File: config.mk
export PLATFORM = sky130hd
export DESIGN_NAME = logic_op_scheduler
export DESIGN_NICKNAME = d
export VERILOG_FILES = /design/src/rtl/logic_op_scheduler_pkg.sv /design/src/rtl/logic_op_scheduler_arb.sv /design/src/rtl/logic_op_scheduler.sv
export SDC_FILE = /design/constraint.sdc
export NUM_CORES = 1
export LEC_CHECK = 0
export CAP_MARGIN = 30
export CORE_MARGIN = 5
export CORE_UTILIZATION = 42
export CTS_BUF_LIST = sky130_fd_sc_hd__clkbuf_2
export DETAILED_ROUTE_END_ITERATION = 6
export GPL_TIMING_DRIVEN = 0
export PLACE_DENSITY = 0.94
export SYNTH_ARGS = -nofsm -noshare
export SYNTH_HDL_FRONTEND = slang
export SYNTH_SLANG_ARGS = --single-unit
File: constraint.sdc
create_clock -name clk -period 3.95 [get_ports clk]
set_input_delay 1.185 -clock clk [delete_from_list [all_inputs] [get_ports clk]]
set_output_delay 1.185 -clock clk [all_outputs]
set_load 0.005 [all_outputs]
File: src/rtl/logic_op_scheduler_pkg.sv
`default_nettype none
// ============================================================================
// Module   : logic_op_scheduler_pkg
// Purpose  : Shared definitions for the logic-unit scheduler, the logic unit
//            itself and future ALU controllers: FSM state encoding and the
//            logic-unit opcode map.
// Ports    : none (package)
// Revision : 1.0 - initial release
// ============================================================================
package logic_op_scheduler_pkg;

  // Scheduler FSM state encoding
  localparam logic [1:0] IDLE    = 2'd0;
  localparam logic [1:0] ISSUE   = 2'd1;
  localparam logic [1:0] CAPTURE = 2'd2;
  localparam logic [1:0] RESP    = 2'd3;

  typedef enum logic [1:0] {
    ST_IDLE    = IDLE,
    ST_ISSUE   = ISSUE,
    ST_CAPTURE = CAPTURE,
    ST_RESP    = RESP
  } sched_state_t;

  // Logic-unit opcodes; F[2]=1 is reserved and treated as unsupported
  localparam logic [2:0] OP_AND = 3'b000;
  localparam logic [2:0] OP_OR  = 3'b001;
  localparam logic [2:0] OP_XOR = 3'b010;
  localparam logic [2:0] OP_NOT = 3'b011;

  function automatic logic op_unsupported(input logic [2:0] f);
    return f[2];
  endfunction

endpackage : logic_op_scheduler_pkg
`default_nettype wire

File: src/rtl/logic_op_scheduler_arb.sv
`default_nettype none
// ============================================================================
// Module   : rr_arbiter2
// Purpose  : Combinational two-way round-robin arbiter. On contention the
//            requester that was not granted last wins.
// Ports    : req_valid_i  [1:0] per-requester request
//            last_grant_i       index of the most recently granted requester
//            grant_o      [1:0] one-hot grant (all zero when no request)
// Revision : 1.0 - initial release
// ============================================================================
module rr_arbiter2 (
  input  logic [1:0] req_valid_i,
  input  logic       last_grant_i,
  output logic [1:0] grant_o
);

  always_comb begin
    grant_o = 2'b00;
    case (req_valid_i)
      2'b01:   grant_o = 2'b01;
      2'b10:   grant_o = 2'b10;
      2'b11:   grant_o = last_grant_i ? 2'b01 : 2'b10;
      default: grant_o = 2'b00;
    endcase
  end

endmodule : rr_arbiter2
`default_nettype wire

File: src/rtl/logic_op_scheduler.sv
`default_nettype none
// ============================================================================
// Module   : logic_op_scheduler
// Purpose  : Two-requester sequencer for the shared AND/OR/XOR/NOT logic
//            unit. Accepts one operation at a time round-robin, drives the
//            unit with registered operands, captures its result and flags,
//            and returns a tagged response over valid/ready.
// Ports    : clk, rst (async, active-high)
//            req_valid/req_ready [1:0], req_a/req_b [2*Width], req_f [6]
//            rsp_valid/rsp_ready, rsp_id, rsp_out [Width],
//            rsp_z/rsp_n/rsp_p/rsp_err
//            alu_a/alu_b [Width], alu_f [3] (to logic unit)
//            alu_out [Width], alu_z/alu_n/alu_p (from logic unit)
//            busy (high outside IDLE)
// Revision : 1.0 - initial release
// ============================================================================
module logic_op_scheduler
  import logic_op_scheduler_pkg::*;
#(
  parameter int Width = 16
) (
  input  logic               clk,
  input  logic               rst,
  input  logic [1:0]         req_valid,
  output logic [1:0]         req_ready,
  input  logic [2*Width-1:0] req_a,
  input  logic [2*Width-1:0] req_b,
  input  logic [5:0]         req_f,
  output logic               rsp_valid,
  input  logic               rsp_ready,
  output logic               rsp_id,
  output logic [Width-1:0]   rsp_out,
  output logic               rsp_z,
  output logic               rsp_n,
  output logic               rsp_p,
  output logic               rsp_err,
  output logic [Width-1:0]   alu_a,
  output logic [Width-1:0]   alu_b,
  output logic [2:0]         alu_f,
  input  logic [Width-1:0]   alu_out,
  input  logic               alu_z,
  input  logic               alu_n,
  input  logic               alu_p,
  output logic               busy
);

  sched_state_t state_q, state_d;
  logic         last_grant_q;
  logic [1:0]   w_grant;
  logic         w_accept;
  logic         w_sel;

  rr_arbiter2 u_arb (
    .req_valid_i  (req_valid),
    .last_grant_i (last_grant_q),
    .grant_o      (w_grant)
  );

  // Grant is only ever issued to a valid requester, so any ready bit is a
  // handshake.
  assign w_accept = |req_ready;
  assign w_sel    = w_grant[1];

  always_ff @(posedge clk or posedge rst) begin
    if (rst) state_q <= ST_IDLE;
    else     state_q <= state_d;
  end

  always_comb begin
    state_d   = state_q;
    req_ready = 2'b00;
    rsp_valid = 1'b0;
    busy      = 1'b1;
    case (state_q)
      ST_IDLE: begin
        busy      = 1'b0;
        req_ready = w_grant;
        if (|w_grant) state_d = ST_ISSUE;
      end
      ST_ISSUE:   state_d = ST_CAPTURE;
      ST_CAPTURE: state_d = ST_RESP;
      ST_RESP: begin
        rsp_valid = 1'b1;
        if (rsp_ready) state_d = ST_IDLE;
      end
      default: state_d = ST_IDLE;
    endcase
  end

  // last_grant resets to 1 so requester 0 wins the first contention. It also
  // serves as the id of the in-flight operation.
  always_ff @(posedge clk or posedge rst) begin
    if (rst) begin
      last_grant_q <= 1'b1;
      alu_a        <= '0;
      alu_b        <= '0;
      alu_f        <= 3'b000;
      rsp_id       <= 1'b0;
      rsp_out      <= '0;
      rsp_z        <= 1'b0;
      rsp_n        <= 1'b0;
      rsp_p        <= 1'b0;
      rsp_err      <= 1'b0;
    end else begin
      if (w_accept) begin
        last_grant_q <= w_sel;
        alu_a        <= w_sel ? req_a[Width +: Width] : req_a[0 +: Width];
        alu_b        <= w_sel ? req_b[Width +: Width] : req_b[0 +: Width];
        alu_f        <= w_sel ? req_f[3 +: 3] : req_f[0 +: 3];
      end
      if (state_q == ST_CAPTURE) begin
        rsp_id  <= last_grant_q;
        rsp_out <= alu_out;
        rsp_z   <= alu_z;
        rsp_n   <= alu_n;
        rsp_p   <= alu_p;
        rsp_err <= op_unsupported(alu_f);
      end
    end
  end

endmodule : logic_op_scheduler
`default_nettype wire
After elaboration in Yosys (flattened, before gate mapping):

Cells that the tools add are included.
Widths: inputs -> output; s select.

* register bits: 59
* input bits: 94
* word-level logic and storage cells: 34
* output and inout port bits: 60

* eq/ne operators: 8
* mux-type cells: 11
* reductions and logical operators: 4

Operator list (number)
* $mux 16: 2
* $eq 2x2->1 const B: 4
* $mux 2: 4
* $pmux 2 s4: 1
* $pmux 2 s3: 1
* $eq 2x1->1 const B: 2
* $ne 2x2->1 const B: 2
* $reduce_or 2->1: 2
* $mux 3: 1
* $logic_not 2->1: 1
* $mux 1: 2
* $reduce_and 2->1: 1

Longest topological paths before layout:

Gate-level depths: netlist (run 1).

* depth after elaboration: 5
* mapped depth: 7
* depth with buffers taken out: 5

Modules after synthesis:

From an unflattened synthesis (run 1), not the netlist that was laid out.

* cells, all modules: 218
* area, all modules: 2616.3 um2

By module, submodules not included
* logic_op_scheduler: seq. area each 1477.7 um2, area an instance 2597.5 um2, times used 1, cells an instance 215
* rr_arbiter2: seq. area each 0.0 um2, area an instance 18.8 um2, times used 1, cells an instance 3

Worst setup path after synthesis (run 1):

No wires, ideal clock.

* path type: input to output
* start: input req_valid[1]
* end: output req_ready[1]
* slack: 1.037 ns
* data required time: 2.765 ns
* cell stages on the path: 4
* path buffers: 2
* arrival: 1.728 ns
* path through: a21bo_1 buf_6 buf_6 nor2_1

* longest elaborated chain between the ends: 3
* elaborated cells on any way between the ends: 5
* classes of those cells: eq/ne (3); mux (2)

RTL lines
* from (decl): line logic_op_scheduler.sv:24 `input logic [1:0] req_valid,`
* $eq 2x2->1 / $eq 2x1->1 (equally long branches): line logic_op_scheduler_arb.sv:19 `case (req_valid_i)`
* $pmux 2 s3 *: line logic_op_scheduler_arb.sv:19
* $mux 2 *: line logic_op_scheduler.sv:74 `case (state_q)`
* to (decl): line logic_op_scheduler.sv:25 `output logic [1:0] req_ready,`

Mark *: on every way between the ends. The rest lies on a longest branch, timed or not.

Worst setup path in the final report (run 1):

Ends and elaborated chain as after synthesis.

==> results of run 1 <==
[through the flow]
step / utilization [%] / power (uW) / area [um2] / cells
floorplan: - / 1790 / 2630 / 259
global placement: 70.7 / 2620 / 4260 / 487
detailed placement: 71.0 / 2710 / 4280 / 488
CTS: 73.5 / 3200 / 4430 / 504
global route: 73.5 / 3400 / 4430 / 504
finish: 73.5 / 3160 / 4430 / 504
[critical path, delay by kind of cell]
| family | cells | cell delay, ns |
|---|---|---|
| compound gates | 1 | 0.23 |
| buf+inv | 4 | 1.09 |
| simple gates | 1 | 0.08 |
[metal layers]
layer	global-route usage (%)	wire length [um]	up-vias
li1	-	-	1201
met1	23.3	3020	1196
met2	39.4	4390	104
met3	4.98	642	18
met4	7.44	191	0
met5	0	0	-
[cell families (layout without fill, tap and decap cells)]
group,count (synthesis),after routing
buffers and inverters,23,193
DFF,59,59
adders and majority gates,4,4
AOI/OAI and AO/OA,42,42
and+or+nand+nor,108,108
muxes,23,23
[final timing paths]
path	start	end	slack (ns)
min reg2reg	rsp_out[3]	rsp_out[3]	0.53
max	req_valid[1]	req_ready[1]	0.17
min	rsp_out[3]	rsp_out[3]	0.53
max in group asynchronous	rst	alu_a[14]	2.28
max reg2reg	state_q[0]	alu_b[5]	2.25
min in group asynchronous	rst	rsp_out[2]	1.07
[cells in the mapped netlist, drive strengths merged]
cell | instances | share of area [%]
a21boi | 1 | 0.71
a31oi | 36 | 8.6
inv | 6 | 0.86
o21a | 1 | 0.29
nand2 | 71 | 10
a21bo | 1 | 0.38
mux2i | 1 | 0.38
nor2 | 37 | 5.3
o32a | 1 | 0.43
dfrtp | 58 | 55
mux2 | 22 | 9.5
ha | 4 | 1.9
buf | 17 | 5.1
a21oi | 2 | 0.38
dfstp | 1 | 1.0
[report_power, final]
part           switching, uW  internal (uW)  total, uW
clock                    219            272        491
sequential               173            919       1090
combinational            613            968       1580
[what timing repair did]
| action | 4_1_cts | 5_1_grt |
|---|---|---|
| buffers inserted | 0 | 0 |
| endpoints found under the setup margin | 1 | 0 |
| gates resized for setup | 2 | 0 |
[cell type report]
cell class / count / share of cell area, %
Buffer: 17 / 3.02
Clock buffer: 10 / 1.13
Clock inverter: 6 / 2.34
Inverter: 6 / 0.508
Multi-Input combinational cell: 177 / 22.6
Sequential cell: 59 / 33.4
Tap cell: 75 / 2.12
Timing Repair Buffer: 154 / 35.0
[sequential cells by signal, indices dropped and copies added (netlist names)]
register / count
alu_a: 16
alu_b: 16
alu_f: 3
last_grant_q: 1
rsp_err: 1
rsp_id: 1
rsp_n: 1
rsp_out: 16
rsp_p: 1
rsp_z: 1
state_q: 2
==> impl_results.md, run 1 <==
- Outcome: finished, final reports clean
- N_diodes: 0
- Initial Utilization: 43.7%
- CTS Buf Count: 9
- Final setup fails: 0
- Mapped Avg Cell Area: 10.2 um2
- Largest family of logic cells by synthesized area: simple AND/OR/NAND/NOR gates
- R2r worst-path depth: 7
- Routed len/inst: 16.4 um
- Post-synthesis net count: 357
- H-tree levels: 3
- Longest Clk Path Bufs: 2
- Final wirelength: 8.25 mm
- First-pass GRT wire length: 12.8 mm
- Final Hold Fails: 0
- P&R area growth vs syn: 68.2%
- Rows: 28
- Clk_lat worst skew: 0.46 ns
- Worst min-delay path class: reg -> reg
- Max Freq: 264 MHz
- Share of cells above drive strength 1: 14.0%
- DRC Markers: 0
- Crit share post-route: 95.7%
- Synth warn: 0
- Worst vdd ir: 452 uV
- Overall Global Routing Usage: 21.1%
- Register area share after synthesis: 56.1%
- Slew @ Worst Pin: 0.539 ns
- Post-synthesis xor/xnor area fraction: 0%
- Post-place setup slack: -0.0868 ns
- Hold bufs inserted after CTS: 0
- Root Driver: clkbuf_2
- Mean number of vias per cell: 5.00
- Setup TNS: 0 ns
- DR vias: 2519
- Relative slew slack: 64.0%
- Most common cell after layout, fill and taps aside: clkdlybuf4s50_1
- Leakage: 0.00191 uW
- Count of boundary I/O pins: 154
- Setup crit start kind: input pin
- Crit end category: primary output
- P per Cell Area: 714 nW/um2
- Port Buffers: 153
- Post-Synth Simple-Gate Area: 15.4%
- Compound-cell area share of the yosys netlist: 10.7%
- WHS Path Cells: 1
- Proportion of synthesized area in mux cells: 9.93%
- Mapped Cells: 259
- Die H: 89.2 um
- CTS Sinks: 59
- Hold_ws: 0.527 ns
- Gpl congestion: 0.769
- Crit path max fanout: 10
- RSZ-0062 raised after global routing: false
- Vias in the first global route: 2684
- DRT iter0 DRCs: 67
- Most used cell, CP: buf_6
- CTS tree: done
- Slowest cell on crit path: clkdlybuf4s50_1
- Setup ws final: 0.168 ns
- FF+latch count, synth: 59
- Number of library cell types mapped by synthesis: 19
- Post-Synth Adder-Cell Area: 1.90%
- Min cycle time layout: 3.78 ns
- Die X: 89.2 um
- GR Overflow Total: 0
- Nets: 522
- Core area: 6030 um2
- Pre-antenna DRT Iters: 6
- Reg clk slew, reported paths: 0.15 ns
- Largest net degree at the start of global routing: 36
- Final ANT Viol Nets: 0
- Kind of critical path: in -> out
- Critical Path Max Stage Delay: 0.51 ns
- Final Slew Violations: 0
- Most frequent cells in the layout: clkdlybuf4s50_1, nand2_1, dfrtp_1, nor2_1, a31oi_1
- Post-Syn Area: 2630 um2
- Clk_skew: 0.0187 ns
- CP arrival: 2.60 ns
- Die area: 7950 um2
- Seq. cell area: 1480 um2
- Initial antenna violation count: 0
- Area of the multi-input gates: 1000 um2
- Maxcap violations: 0
- Filler cell count in the final layout: 437
- Worst EP required: 2.76 ns
- Crit path cell chain: dlygate4sd2_1, a21bo_1, buf_6, buf_6, nor2_1, clkdlybuf4s50_1
- Hpwl dp: 6.52 mm
Power figures use the tool's default switching activity.
==> inputs of run 2 (changes only) <==
Settings changed: CORE_MARGIN 5 to 4, CTS_CLUSTER_DIAMETER set to 200.
==> impl_results.md, run 2 (synthesized netlist as in run 1, its figures left out) <==
- Outcome: finished, final reports clean
- Final ANT Viol Nets: 0 (unchanged)
- Final design utilization: 73.5% (about the same)
- Post-CTS Setup Bufs: 0 (unchanged)
- Leakage: 0.00189 uW (-0.67%)
- Core area: 5990 um2 (-0.58%)
- Max Freq: 263 MHz (-0.38%)
- CTS Buf Count: 9 (unchanged)
- P per Cell Area: 701 nW/um2 (-1.8%)
- Min cycle time layout: 3.80 ns (+0.0146 ns)
- DRC Markers: 0 (unchanged)
- Slowest cell on crit path: clkdlybuf4s50_1
- CTS Sinks: 59 (unchanged)
- Most used cell, CP: buf_6
- DRT iter0 DRCs: 107 (+60%)
- Crit. path cell count: 6 (unchanged)
- Die area: 7600 um2 (-4.4%)
- Crit share post-route: 96.1% (+0.37 points)
- FF-to-FF setup slack: 2.29 ns (+0.04 ns)
- Die H: 87.2 um (-2.2%)
- Post-place setup slack: -0.109 ns (-0.0218 ns)
- Final Slew Violations: 0 (unchanged)
- Final wirelength: 8.21 mm (-0.42%)
- Kind of critical path: in -> out
- CTS tree: done
- Initial antenna violation count: 0 (unchanged)
- Area of the multi-input gates: 1000 um2 (unchanged)
- Delay-heaviest family, CP: buffers and inverters
- Port Buffers: 153 (unchanged)
- Longest Clk Path Bufs: 2 (unchanged)
- Critical Path Max Stage Delay: 0.52 ns (about the same)
- Largest regs: alu_a (16), alu_b (16), rsp_out (16)
- H-tree levels: 3 (unchanged)
- Buffers and inverters on the worst path: 4 (unchanged)
- Slew @ Worst Pin: 0.729 ns (+0.189 ns)
- P&R area growth vs syn: 67.2%
- RSZ-0062 raised after global routing: false
- Initial Utilization: 44.0% (+0.26 points)
- Clk_skew: 0.0192 ns (+0.000504 ns)
- First-pass GRT wire length: 12.9 mm (+0.97%)
- Worst min-delay path class: reg -> reg
- Final Hold Fails: 0 (unchanged)
- Critical Path End: req_ready[1]
- Crit path max fanout: 10 (unchanged)
- Seq. cell area: 1480 um2 (unchanged)
- Worst vdd ir: 508 uV (+12%)
- Clk_lat worst skew: 0.46 ns (about the same)
- Share of cells above drive strength 1: 13.8% (-0.23 points)
- DR vias: 2507 (-0.48%)
- Count of boundary I/O pins: 154 (unchanged)
- Overall Global Routing Usage: 22.1% (+0.95 points)
- Setup ws final: 0.153 ns (-0.0146 ns)
- R2r worst-path depth: 7 (unchanged)
- Most frequent cells in the layout: clkdlybuf4s50_1, nand2_1, dfrtp_1, nor2_1, a31oi_1
- Reg clk slew, reported paths: 0.18 ns (+0.03 ns)
- R2R Path Start: state_q[0]
- GR Overflow Total: 0 (unchanged)
- Maxcap violations: 0 (unchanged)
- Nets: 522 (unchanged)
- Die X: 87.2 um (-2.2%)
- Mean number of vias per cell: 4.97 (-0.48%)
- Worst EP required: 2.76 ns (about the same)
- Crit path cell chain: dlygate4sd2_1, a21bo_1, buf_6, buf_6, nor2_1, clkdlybuf4s50_1
- Hpwl dp: 6.38 mm (-2.1%)
- Relative slew slack: 51.3% (-13 points)
- Gpl congestion: 0.747 (-2.9%)
- Most common cell after layout, fill and taps aside: clkdlybuf4s50_1
- Vias in the first global route: 2755 (+2.6%)
- Pre-antenna DRT Iters: 4 (-2)
- Setup crit start kind: input pin
- Largest net degree at the start of global routing: 34 (-5.6%)
- Reg-to-Reg End: alu_f[1]
- Routed len/inst: 16.3 um (-0.42%)
- Filler cell count in the final layout: 412 (-5.7%)
- Hold bufs inserted after CTS: 0 (unchanged)
- CP arrival: 2.61 ns (about the same)
- Final setup fails: 0 (unchanged)
- Crit end category: primary output
- Root Driver: clkbuf_2
- Rows: 28 (unchanged)
- N_diodes: 0 (unchanged)
- Setup crit start: req_valid[1]
[run 2: changes by cell type in the layout (fill, tap and decap cells not counted)]
cell	change
clkinv_2	+1
bufinv_16	-1
clkinv_1	+1
clkbuf_2	-1
[run 2: worst min-delay path by stage]
stage                     slack, ns    endpoint  depth (start not counted)        from
after floorplan                0.51      rsp_id                          1      rsp_id
after global placement         0.49  rsp_out[2]                          1  rsp_out[2]
after detailed placement       0.50  rsp_out[0]                          1  rsp_out[0]
after CTS                      0.53  rsp_out[4]                          1  rsp_out[4]
after global routing           0.54  rsp_out[4]                          1  rsp_out[4]
final                          0.53  rsp_out[0]                          1  rsp_out[0]
[run 2: through the flow]
| stage | power [uW] | std cells | hold slack (ns) | instance area [um2] | setup TNS [ns] |
|---|---|---|---|---|---|
| 6_report | 3090 | 504 | 0.530 | 4400 | 0 |
| 5_1_grt | 3320 | 504 | 0.539 | 4400 | 0 |
| 3_5_place_dp | 2700 | 488 | 0.495 | 4280 | -0.109 |
| 3_3_place_gp | 2620 | 487 | 0.490 | 4260 | -0.0691 |
| 4_1_cts | 3130 | 504 | 0.533 | 4400 | 0 |
| 2_1_floorplan | 1790 | 259 | 0.505 | 2630 | 0 |
[run 2: cell type report]
| type | count | share of cell area (%) |
|---|---|---|
| multi-input combinational | 177 | 22.7 |
| sequential | 59 | 33.6 |
| clock buffer | 9 | 1.02 |
| inverter | 6 | 0.511 |
| timing repair buffer | 154 | 35.2 |
| clock inverter | 7 | 1.88 |
| buffer | 17 | 3.04 |
| tap | 75 | 2.13 |
[run 2: report_power, final]
part	switching (uW)	internal, uW
clock network	220	203
logic	611	967
registers	169	918
[run 2: routing by layer]
layer	GRT usage, %	wire length, um	up-vias
met5	0	0	-
met1	24.0	3090	1195
li1	-	-	1199
met3	5.20	584	13
met2	41.4	4420	100
met4	7.95	116	0
[run 2: worst reg2reg max path, cell delays in order, from the launching register on]
cell	delay [ns]
dfrtp_1	0.42
inv_1	0.12
ha_1	0.28
o21a_1	0.16
buf_4	0.14
buf_2	0.23
nor2_1	0.07
a31oi_1	0.17
[run 2: repair_timing]
action                                  CTS  global route
hold endpoints to repair                  0             0
endpoints found under the setup margin    1             0
resized for setup                         2             0
==> inputs of run 3 (changes only) <==
Settings changed: CAP_MARGIN 30 to 20, SETUP_SLACK_MARGIN set to 0.1.
==> results of run 3 <==
The final DEF is identical to that of run 2; final timing and power are the same.
